--- config.mk ---
export PLATFORM = sky130hd
export DESIGN_NAME = vstu_burst_tracker
export DESIGN_NICKNAME = d
export VERILOG_FILES = /design/src/rtl/vstu_burst_tracker.sv
export SDC_FILE = /design/constraint.sdc
export NUM_CORES = 1
export LEC_CHECK = 0
export CAP_MARGIN = 5
export CORE_MARGIN = 2
export CORE_UTILIZATION = 39
export DETAILED_ROUTE_END_ITERATION = 10
export MAX_ROUTING_LAYER = met4
export PLACE_DENSITY_LB_ADDON = 0.1
export SLEW_MARGIN = 15
export SYNTH_ARGS = -nofsm -noshare
export SYNTH_HDL_FRONTEND = slang
export SYNTH_SLANG_ARGS = --single-unit
--- constraint.sdc ---
create_clock -name clk_i -period 7.2 [get_ports clk_i]
set_clock_uncertainty 0.05 [all_clocks]
set_input_delay 1.44 -clock clk_i [delete_from_list [all_inputs] [get_ports clk_i]]
set_output_delay 1.44 -clock clk_i [all_outputs]
set_load 0.02 [all_outputs]
--- src/rtl/vstu_burst_tracker.sv ---
// Vector store unit AXI burst tracker: counts the AW bursts and B responses of each
// in-flight store instruction and reports completion and error status in order.
module vstu_burst_tracker #(
  parameter int unsigned NrVInsn       = 8,
  parameter int unsigned QueueDepth    = 4,
  parameter int unsigned BurstCntWidth = 8,
  localparam int unsigned IdWidth      = (NrVInsn > 1) ? $clog2(NrVInsn) : 1
) (
  input  logic               clk_i,
  input  logic               rst_ni,
  input  logic               insn_valid_i,
  input  logic [IdWidth-1:0] insn_id_i,
  output logic               insn_ready_o,
  input  logic               aw_valid_i,
  input  logic               aw_last_i,
  output logic               aw_ready_o,
  input  logic               b_valid_i,
  input  logic [1:0]         b_resp_i,
  output logic               b_ready_o,
  output logic               done_valid_o,
  output logic [IdWidth-1:0] done_id_o,
  output logic               done_err_o,
  output logic               pending_o
);

  localparam int unsigned PtrWidth = (QueueDepth > 1) ? $clog2(QueueDepth) : 1;
  localparam int unsigned OccWidth = $clog2(QueueDepth + 1);

  typedef logic [PtrWidth-1:0] ptr_t;
  typedef logic [OccWidth-1:0] occ_t;

  typedef struct packed {
    logic [IdWidth-1:0]       id;
    logic [BurstCntWidth-1:0] aw_cnt;
    logic [BurstCntWidth-1:0] b_cnt;
    logic                     all_issued;
    logic                     err;
    logic                     valid;
  } entry_t;

  function automatic ptr_t ptr_inc(input ptr_t p);
    return (p == ptr_t'(QueueDepth - 1)) ? '0 : p + ptr_t'(1);
  endfunction

  entry_t q_q [QueueDepth];
  entry_t q_d [QueueDepth];
  ptr_t   acc_ptr_q, acc_ptr_d;
  ptr_t   iss_ptr_q, iss_ptr_d;
  ptr_t   cmt_ptr_q, cmt_ptr_d;
  occ_t   occ_q, occ_d;
  logic   done_valid_q, done_err_q;
  logic [IdWidth-1:0] done_id_q;

  entry_t iss_e, cmt_e, popped;
  logic   push, aw_hs, b_hs, pop;

  assign iss_e = q_q[iss_ptr_q];
  assign cmt_e = q_q[cmt_ptr_q];

  assign insn_ready_o = occ_q < occ_t'(QueueDepth);
  assign aw_ready_o   = iss_e.valid && !iss_e.all_issued && (iss_e.aw_cnt != '1);
  assign b_ready_o    = cmt_e.valid && (cmt_e.b_cnt < cmt_e.aw_cnt);
  assign pending_o    = occ_q != '0;

  assign push  = insn_valid_i && insn_ready_o;
  assign aw_hs = aw_valid_i && aw_ready_o;
  assign b_hs  = b_valid_i && b_ready_o;

  // Updates are applied in order AW -> B -> pop -> push on a working copy so that
  // an issue entry that is also the commit entry sees both counter increments.
  always_comb begin
    q_d       = q_q;
    acc_ptr_d = acc_ptr_q;
    iss_ptr_d = iss_ptr_q;
    cmt_ptr_d = cmt_ptr_q;
    occ_d     = occ_q;
    pop       = 1'b0;
    popped    = '0;

    if (aw_hs) begin
      q_d[iss_ptr_q].aw_cnt = q_q[iss_ptr_q].aw_cnt + 1'b1;
      if (aw_last_i) begin
        q_d[iss_ptr_q].all_issued = 1'b1;
        iss_ptr_d = ptr_inc(iss_ptr_q);
      end
    end

    if (b_hs) begin
      q_d[cmt_ptr_q].b_cnt = q_d[cmt_ptr_q].b_cnt + 1'b1;
      q_d[cmt_ptr_q].err   = q_d[cmt_ptr_q].err | b_resp_i[1];
      if (q_d[cmt_ptr_q].all_issued && (q_d[cmt_ptr_q].b_cnt == q_d[cmt_ptr_q].aw_cnt)) begin
        pop            = 1'b1;
        popped         = q_d[cmt_ptr_q];
        q_d[cmt_ptr_q] = '0;
        cmt_ptr_d      = ptr_inc(cmt_ptr_q);
      end
    end

    if (push) begin
      q_d[acc_ptr_q]       = '0;
      q_d[acc_ptr_q].id    = insn_id_i;
      q_d[acc_ptr_q].valid = 1'b1;
      acc_ptr_d            = ptr_inc(acc_ptr_q);
    end

    case ({push, pop})
      2'b10:   occ_d = occ_q + occ_t'(1);
      2'b01:   occ_d = occ_q - occ_t'(1);
      default: occ_d = occ_q;
    endcase
  end

  always_ff @(posedge clk_i) begin
    if (!rst_ni) begin
      for (int unsigned i = 0; i < QueueDepth; i++) q_q[i] <= '0;
      acc_ptr_q    <= '0;
      iss_ptr_q    <= '0;
      cmt_ptr_q    <= '0;
      occ_q        <= '0;
      done_valid_q <= 1'b0;
      done_id_q    <= '0;
      done_err_q   <= 1'b0;
    end else begin
      q_q          <= q_d;
      acc_ptr_q    <= acc_ptr_d;
      iss_ptr_q    <= iss_ptr_d;
      cmt_ptr_q    <= cmt_ptr_d;
      occ_q        <= occ_d;
      done_valid_q <= pop;
      if (pop) begin
        done_id_q  <= popped.id;
        done_err_q <= popped.err;
      end
    end
  end

  assign done_valid_o = done_valid_q;
  assign done_id_o    = done_id_q;
  assign done_err_o   = done_err_q;

  aw_without_insn: assert property (@(posedge clk_i) disable iff (!rst_ni)
    aw_valid_i |-> (iss_e.valid && !iss_e.all_issued))
    else $error("aw_valid_i asserted with no un-issued store instruction");

endmodule

Yosys cells after proc, flatten, opt, wreduce, memory -nomap -nowiden. Cells that the tools add are included.

Flip-flop bits (word level): 102. Output and inout port bits: 9. Input port bits: 11. Logic and storage cells: 126.

Reduce and logical (&&, ||, !) cells: 15. Equal/unequal tests: 7. Add/subtract/negate cells: 7. Multiplexer cells: 50. Bitwise logic cells: 8. $lt $le $gt $ge: 8.

Operators by type and width (count): bitwise mux 88 bit (6); 2-to-1 mux 88 bit (5); demux 22 bit (select 2 bit) (8); binary-select mux 22 bit (select 2 bit) (5); AND 88 bit (2); NOT 88 bit (2); 2-to-1 mux 22 bit (7); 2-to-1 mux 19 bit (5); 2-to-1 mux 11 bit (3); adder 8 x 1 -> 8 bit (second input constant) (2); 2-to-1 mux 2 bit (6); logical AND 1 bit (10); >= comparator 3 bit (second input constant) (3); < comparator 3 x 1 -> 1 bit (second input constant) (3); NOT 2 -> 3 bit (3); equality test 2 bit (second input constant) (4); equality test 8 bit (1); < comparator 8 bit (1); != test 8 bit (second input constant) (1); adder 2 x 1 -> 2 bit (second input constant) (3); case mux 3 bit (2 select lines) (1); AND reduction 2 bit (2); adder 3 x 1 -> 3 bit (second input constant) (1); < comparator 3 bit (second input constant) (1); 8 further kinds (10).

Depth between registers and ports, before layout.
Depth in word-level cells: 30. Depth in mapped cells: 22.

Worst setup path before layout. OpenSTA, ideal clock, no wires.

Path kind: flip-flop to flip-flop. From: register cmt_ptr_q[0]. To: register occ_q[2]. Period minus slack after synthesis: 5.546 ns. Setup slack: 1.654 ns. Stages on the path, launching flop included: 22. Data required time: 7.074 ns. Buffers on the path: 6. Arrival time: 5.420 ns. Cell sequence: dfxtp_1 > buf_2 > buf_2 > buf_1 > buf_1 > buf_1 > mux4_2 > inv_1 > ha_1 > o21ai_0 > a21oi_1 > a21oi_1 > and2_1 > clkbuf_1 > inv_1 > nor3_1 > ha_1 > inv_1 > fa_1 > xor2_1 > or3_1 > a21boi_0.

Elaborated cells between the ends (all ways): 30.

RTL lines: start: declaration (line 49) `ptr_t cmt_ptr_q, cmt_ptr_d;`; start signal: assignment (line 127) `cmt_ptr_q <= cmt_ptr_d;`; NOT 2 -> 3 bit (not written as such) (*) (line 58) `assign cmt_e = q_q[cmt_ptr_q];`; binary-select mux 22 bit (select 2 bit) (*) (line 58); 2-to-1 mux 19 bit (not written as such) (*) (2 in a row) (line 58); < comparator 8 bit (line 62) `assign b_ready_o = cmt_e.valid && (cmt_e.b_cnt < cmt_e.aw_cnt);`; logical AND 1 bit (*) (line 62); named net b_ready_o (line 19) `output logic b_ready_o,`; logical AND 1 bit (*) (line 67) `assign b_hs = b_valid_i && b_ready_o;`; 2-to-1 mux 1 bit (*) (line 88) `if (b_hs) begin`; named net pop (line 55) `logic push, aw_hs, b_hs, pop;`; equality test 2 x 1 -> 1 bit / equality test 2 bit (equally long branches) (line 106) `case ({push, pop})`; case mux 3 bit (2 select lines) / nonzero test 2 bit (equally long branches); end signal: assignment (line 119) `occ_q <= '0;`; end signal: assignment (line 128) `occ_q <= occ_d;`; end: declaration (line 50) `occ_t occ_q, occ_d;`.

The timed path passes the listed nets; every way through them passes the cells marked *. The select of a mux whose other input is x is not followed. A chain may end at the register's enable or synchronous reset.

Worst setup path in the final report.
From: register iss_ptr_q[1]. To: register occ_q[2].

Cells in the longest elaborated chain, start to end: 24. Elaborated cells between the ends (all ways): 38.

Ends and longest elaborated chain: start: declaration (line 48) `ptr_t iss_ptr_q, iss_ptr_d;`; start signal: assignment (line 126) `iss_ptr_q <= iss_ptr_d;`; NOT 2 -> 3 bit (not written as such) (*) (line 57, 81, 83); branches (longest 7 deep; another with binary-select mux 22 bit (select 2 bit)); 2-to-1 mux 88 bit (*) (line 80) `if (aw_hs) begin`; binary-select mux 22 bit (select 2 bit) (line 89) `q_d[cmt_ptr_q].b_cnt = q_d[cmt_ptr_q].b_cnt + 1'b1;`; 2-to-1 mux 11 bit (not written as such) (2 in a row) (line 89); adder 8 x 1 -> 8 bit (line 89); bitwise mux 88 bit (*) (line 89); bitwise mux 88 bit (*) (line 90) `q_d[cmt_ptr_q].err = q_d[cmt_ptr_q].err | b_resp_i[1];`; binary-select mux 22 bit (select 2 bit) (*) (line 91) `if (q_d[cmt_ptr_q].all_issued && (q_d[cmt_ptr_q].b_cnt == q_d[cmt_ptr_q].aw_cnt)) begin`; 2-to-1 mux 22 bit (*) (2 in a row); equality test 8 bit (line 91); logical AND 1 bit (*) (line 91); 2-to-1 mux 1 bit (*) (line 91); 2-to-1 mux 1 bit (*) (line 88); named net pop (line 55); equality test 2 x 1 -> 1 bit / equality test 2 bit (equally long branches) (line 106); case mux 3 bit (2 select lines) / nonzero test 2 bit (equally long branches).

Mark *: on every way through the listed nets, which the timed path passes. The select of a mux whose other input is x is not followed.

==> qor.yml <==
vias: 6197
max_cap_viol_count: 0
instances_no_fill: 987
dp.final_hpwl_um: 15200
leakage_nw: 2.68
rsz0062_at_grt: "no"
routed_wl_um: 22800
dieArea_um2: 18700
async_reset_ff_frac: 0
path_common_cell: "ha_1"
crit_buf_inv: 1
multi_input_area_um2: 4440
cts.repair.resized: 0
max_stage_delay_ns: 0.74
synth-seq-cells: 102
ctsLongestPathBuffers: 2
firstDrtPassIters: 6
combPwrFrac: 0.126
path_cells: "mux4_2 > ha_1 > nand2_1 > o22ai_1 > nand4_2 > and3_1 > o32ai_2 > xnor2_1 > mux2i_1 > nand4_1 > nor3_1 > ha_1 > inv_1 > fa_1 > xor2_1 > or3_1 > a21boi_0"
ys_types: 64
synthCells: 775
grt_max_degree: 60
fin_crit_sh: 0.814
synth_edf_count: 0
crit_arrival_ns: 6.09
fillers: 1717
relSlewSlack: 0.180
start_util: 0.398
dominantRegCellSynth: "dfxtp_1"
hold-worst-slack_ns: 0.412
yosysWarnings: 0
die_h_um: 137
status: "finished, final reports clean"
ant_nets: 0
cts_made_buffers: 9
cts_tree: "done"
switchingPower_mw: 0.354
start_kind: "register"
grt_use_total: 0.260
syn_area_per_cell_um2: 8.87
crit_path_max_fanout: 33
drc: 0
path_class: "register to register"
ys_seq_area_frac: 0.297
slowest_stage: "nand4_2"
place.gp.congestion: 0.875
regArea_um2: 2040
grt_overflow: 0
clock-root-buffer: "clkbuf_16"
switching_share: 0.278
dpl.cell_count: 971
fin_tns_setup_ns: 0
postCtsSetupRepairBufs: 0
first_iter_violations: 695
cp_top_family: "simple AND/OR/NAND/NOR gates"
drive_above_1_share: 0.113
worst_slew_pin_slew_ns: 1.23
antenna_cells: 0
p_int_mw: 0.920
hold_viol: 0
synth_fp_nets: 809
cp-end-kind: "register"
htree_num_levels: 3
grt_pass1_vias: 6028
wire_per_inst_um: 23.1
die_w_um: 137
hp-class: "register to register"
grt_pass1_wl_um: 35500
num_rows: 48
hold_buffers: 0
pwr-share-clk: 0.402
antenna_found_initial: 0
via_per_inst: 6.28
netlist_area_um2: 6880
ir_drop_mv: 0.132
final_nets: 791
setup_viol: 0
coreArea_um2: 17300
syn_to_final_growth_pct: 7.82
fmax_mhz: 171
io_buffers: 18
layout_min_cycle_time_ns: 5.86
power_density_nw_per_um2: 172
worstPathRequired_ns: 7.43
io_pins: 20
clock_latency_ns: 0.36
clk_pin_slew_ns: 0.08
slew_viol_final: 0
clock_sinks: 102
seqPwrFrac: 0.473
## flip-flops by register name, summed over array words and instances, names as in the netlist
name / flops
q_q: 88
done_id_o: 3
iss_ptr_q: 2
acc_ptr_q: 2
done_err_o: 1
occ_q: 3
cmt_ptr_q: 2
done_valid_o: 1
## per-layer routing
metal  wire length (um)  track usage  vias up  share of wire
met4                399       0.0773        0          0.018
met5                  0            -        -              0
met3               1500       0.0504       36          0.066
met2              10900        0.415      231           0.48
met1               9940        0.336     3048           0.44
li1                   -            -     2882              -
## power groups by stage
stage               sequential, mW  clock (mW)  combinational (mW)
floorplan                    0.609           0               0.112
global placement             0.613           0               0.154
detailed placement           0.614           0               0.158
CTS                          0.601       0.520               0.159
global route                 0.605       0.541               0.175
finish                       0.602       0.512               0.160
## cell usage in the layout, fill, tap and decap left out, drive strengths merged, types with 7 or more instances in the layout
master / instances
dfxtp: 102
nand2: 67
a21oi: 66
nor2: 65
mux4: 35
nor3: 31
and3: 29
xnor2: 29
a32o: 27
inv: 27
o21ai: 26
ha: 22
nand3: 21
mux2i: 20
clkdlybuf4s50: 17
nand4: 14
and2: 13
nor3b: 13
a41o: 12
buf: 12
a211oi: 11
clkbuf: 11
a22o: 9
o22ai: 8
nor2b: 7
## per-stage QoR
stage | power, mW | setup WS [ns] | instance area, um^2 | util
global placement | 0.766 | 1.50 | 7120 | 0.412
finish | 1.27 | 1.34 | 7420 | 0.429
detailed placement | 0.772 | 1.41 | 7120 | 0.412
CTS | 1.28 | 1.38 | 7420 | 0.429
global route | 1.32 | 0.783 | 7420 | 0.429
floorplan | 0.721 | 1.65 | 6880 | -
## path summary, 6_finish.rpt
check | start | endpoint | slack (ns) | cells past startpoint
max | iss_ptr_q[1] | occ_q[2] | 1.34 | 17
min | done_id_o[2] | done_id_o[2] | 0.41 | 2
max reg2reg | iss_ptr_q[1] | occ_q[2] | 1.34 | 17
min reg2reg | done_id_o[2] | done_id_o[2] | 0.41 | 2
## cell usage after synthesis (20+ instances only)
master | count | share of area
mux4_2 | 35 | 0.11
and3_1 | 29 | 0.026
nand3_1 | 21 | 0.015
ha_1 | 22 | 0.040
nor2_1 | 64 | 0.035
a21oi_1 | 66 | 0.048
a32o_1 | 27 | 0.039
nand2_1 | 67 | 0.037
o21ai_0 | 24 | 0.017
mux2i_1 | 20 | 0.029
inv_1 | 25 | 0.014
nor3_1 | 30 | 0.022
xnor2_1 | 26 | 0.033
dfxtp_1 | 102 | 0.30
clkbuf_1 | 25 | 0.014
## tightest hold or removal path: stages (launching register included)
cell,delay [ns]
dfxtp_1,0.31
nand2_1,0.05
mux2i_1,0.05
## kinds of logic (layout without fill, tap and decap cells)
| family | count (synthesis) | after routing | synth area share |
|---|---|---|---|
| simple gates | 283 | 283 | 0.212 |
| compound gates | 188 | 188 | 0.192 |
| flops | 102 | 102 | 0.297 |
| buf+inv | 85 | 72 | 0.0577 |
| mux | 60 | 60 | 0.152 |
| xor+xnor | 34 | 34 | 0.0466 |
| fa+ha+maj | 23 | 23 | 0.0429 |
## layout make-up
| class | instances | share of cell area |
|---|---|---|
| timing repair buffer | 29 | 0.0348 |
| clock buffer | 11 | 0.0314 |
| multi-input combinational | 588 | 0.599 |
| inverter | 27 | 0.0137 |
| sequential | 102 | 0.276 |
| tap | 225 | 0.0380 |
| clock inverter | 5 | 0.00793 |
Power figures use the tool's default switching activity.
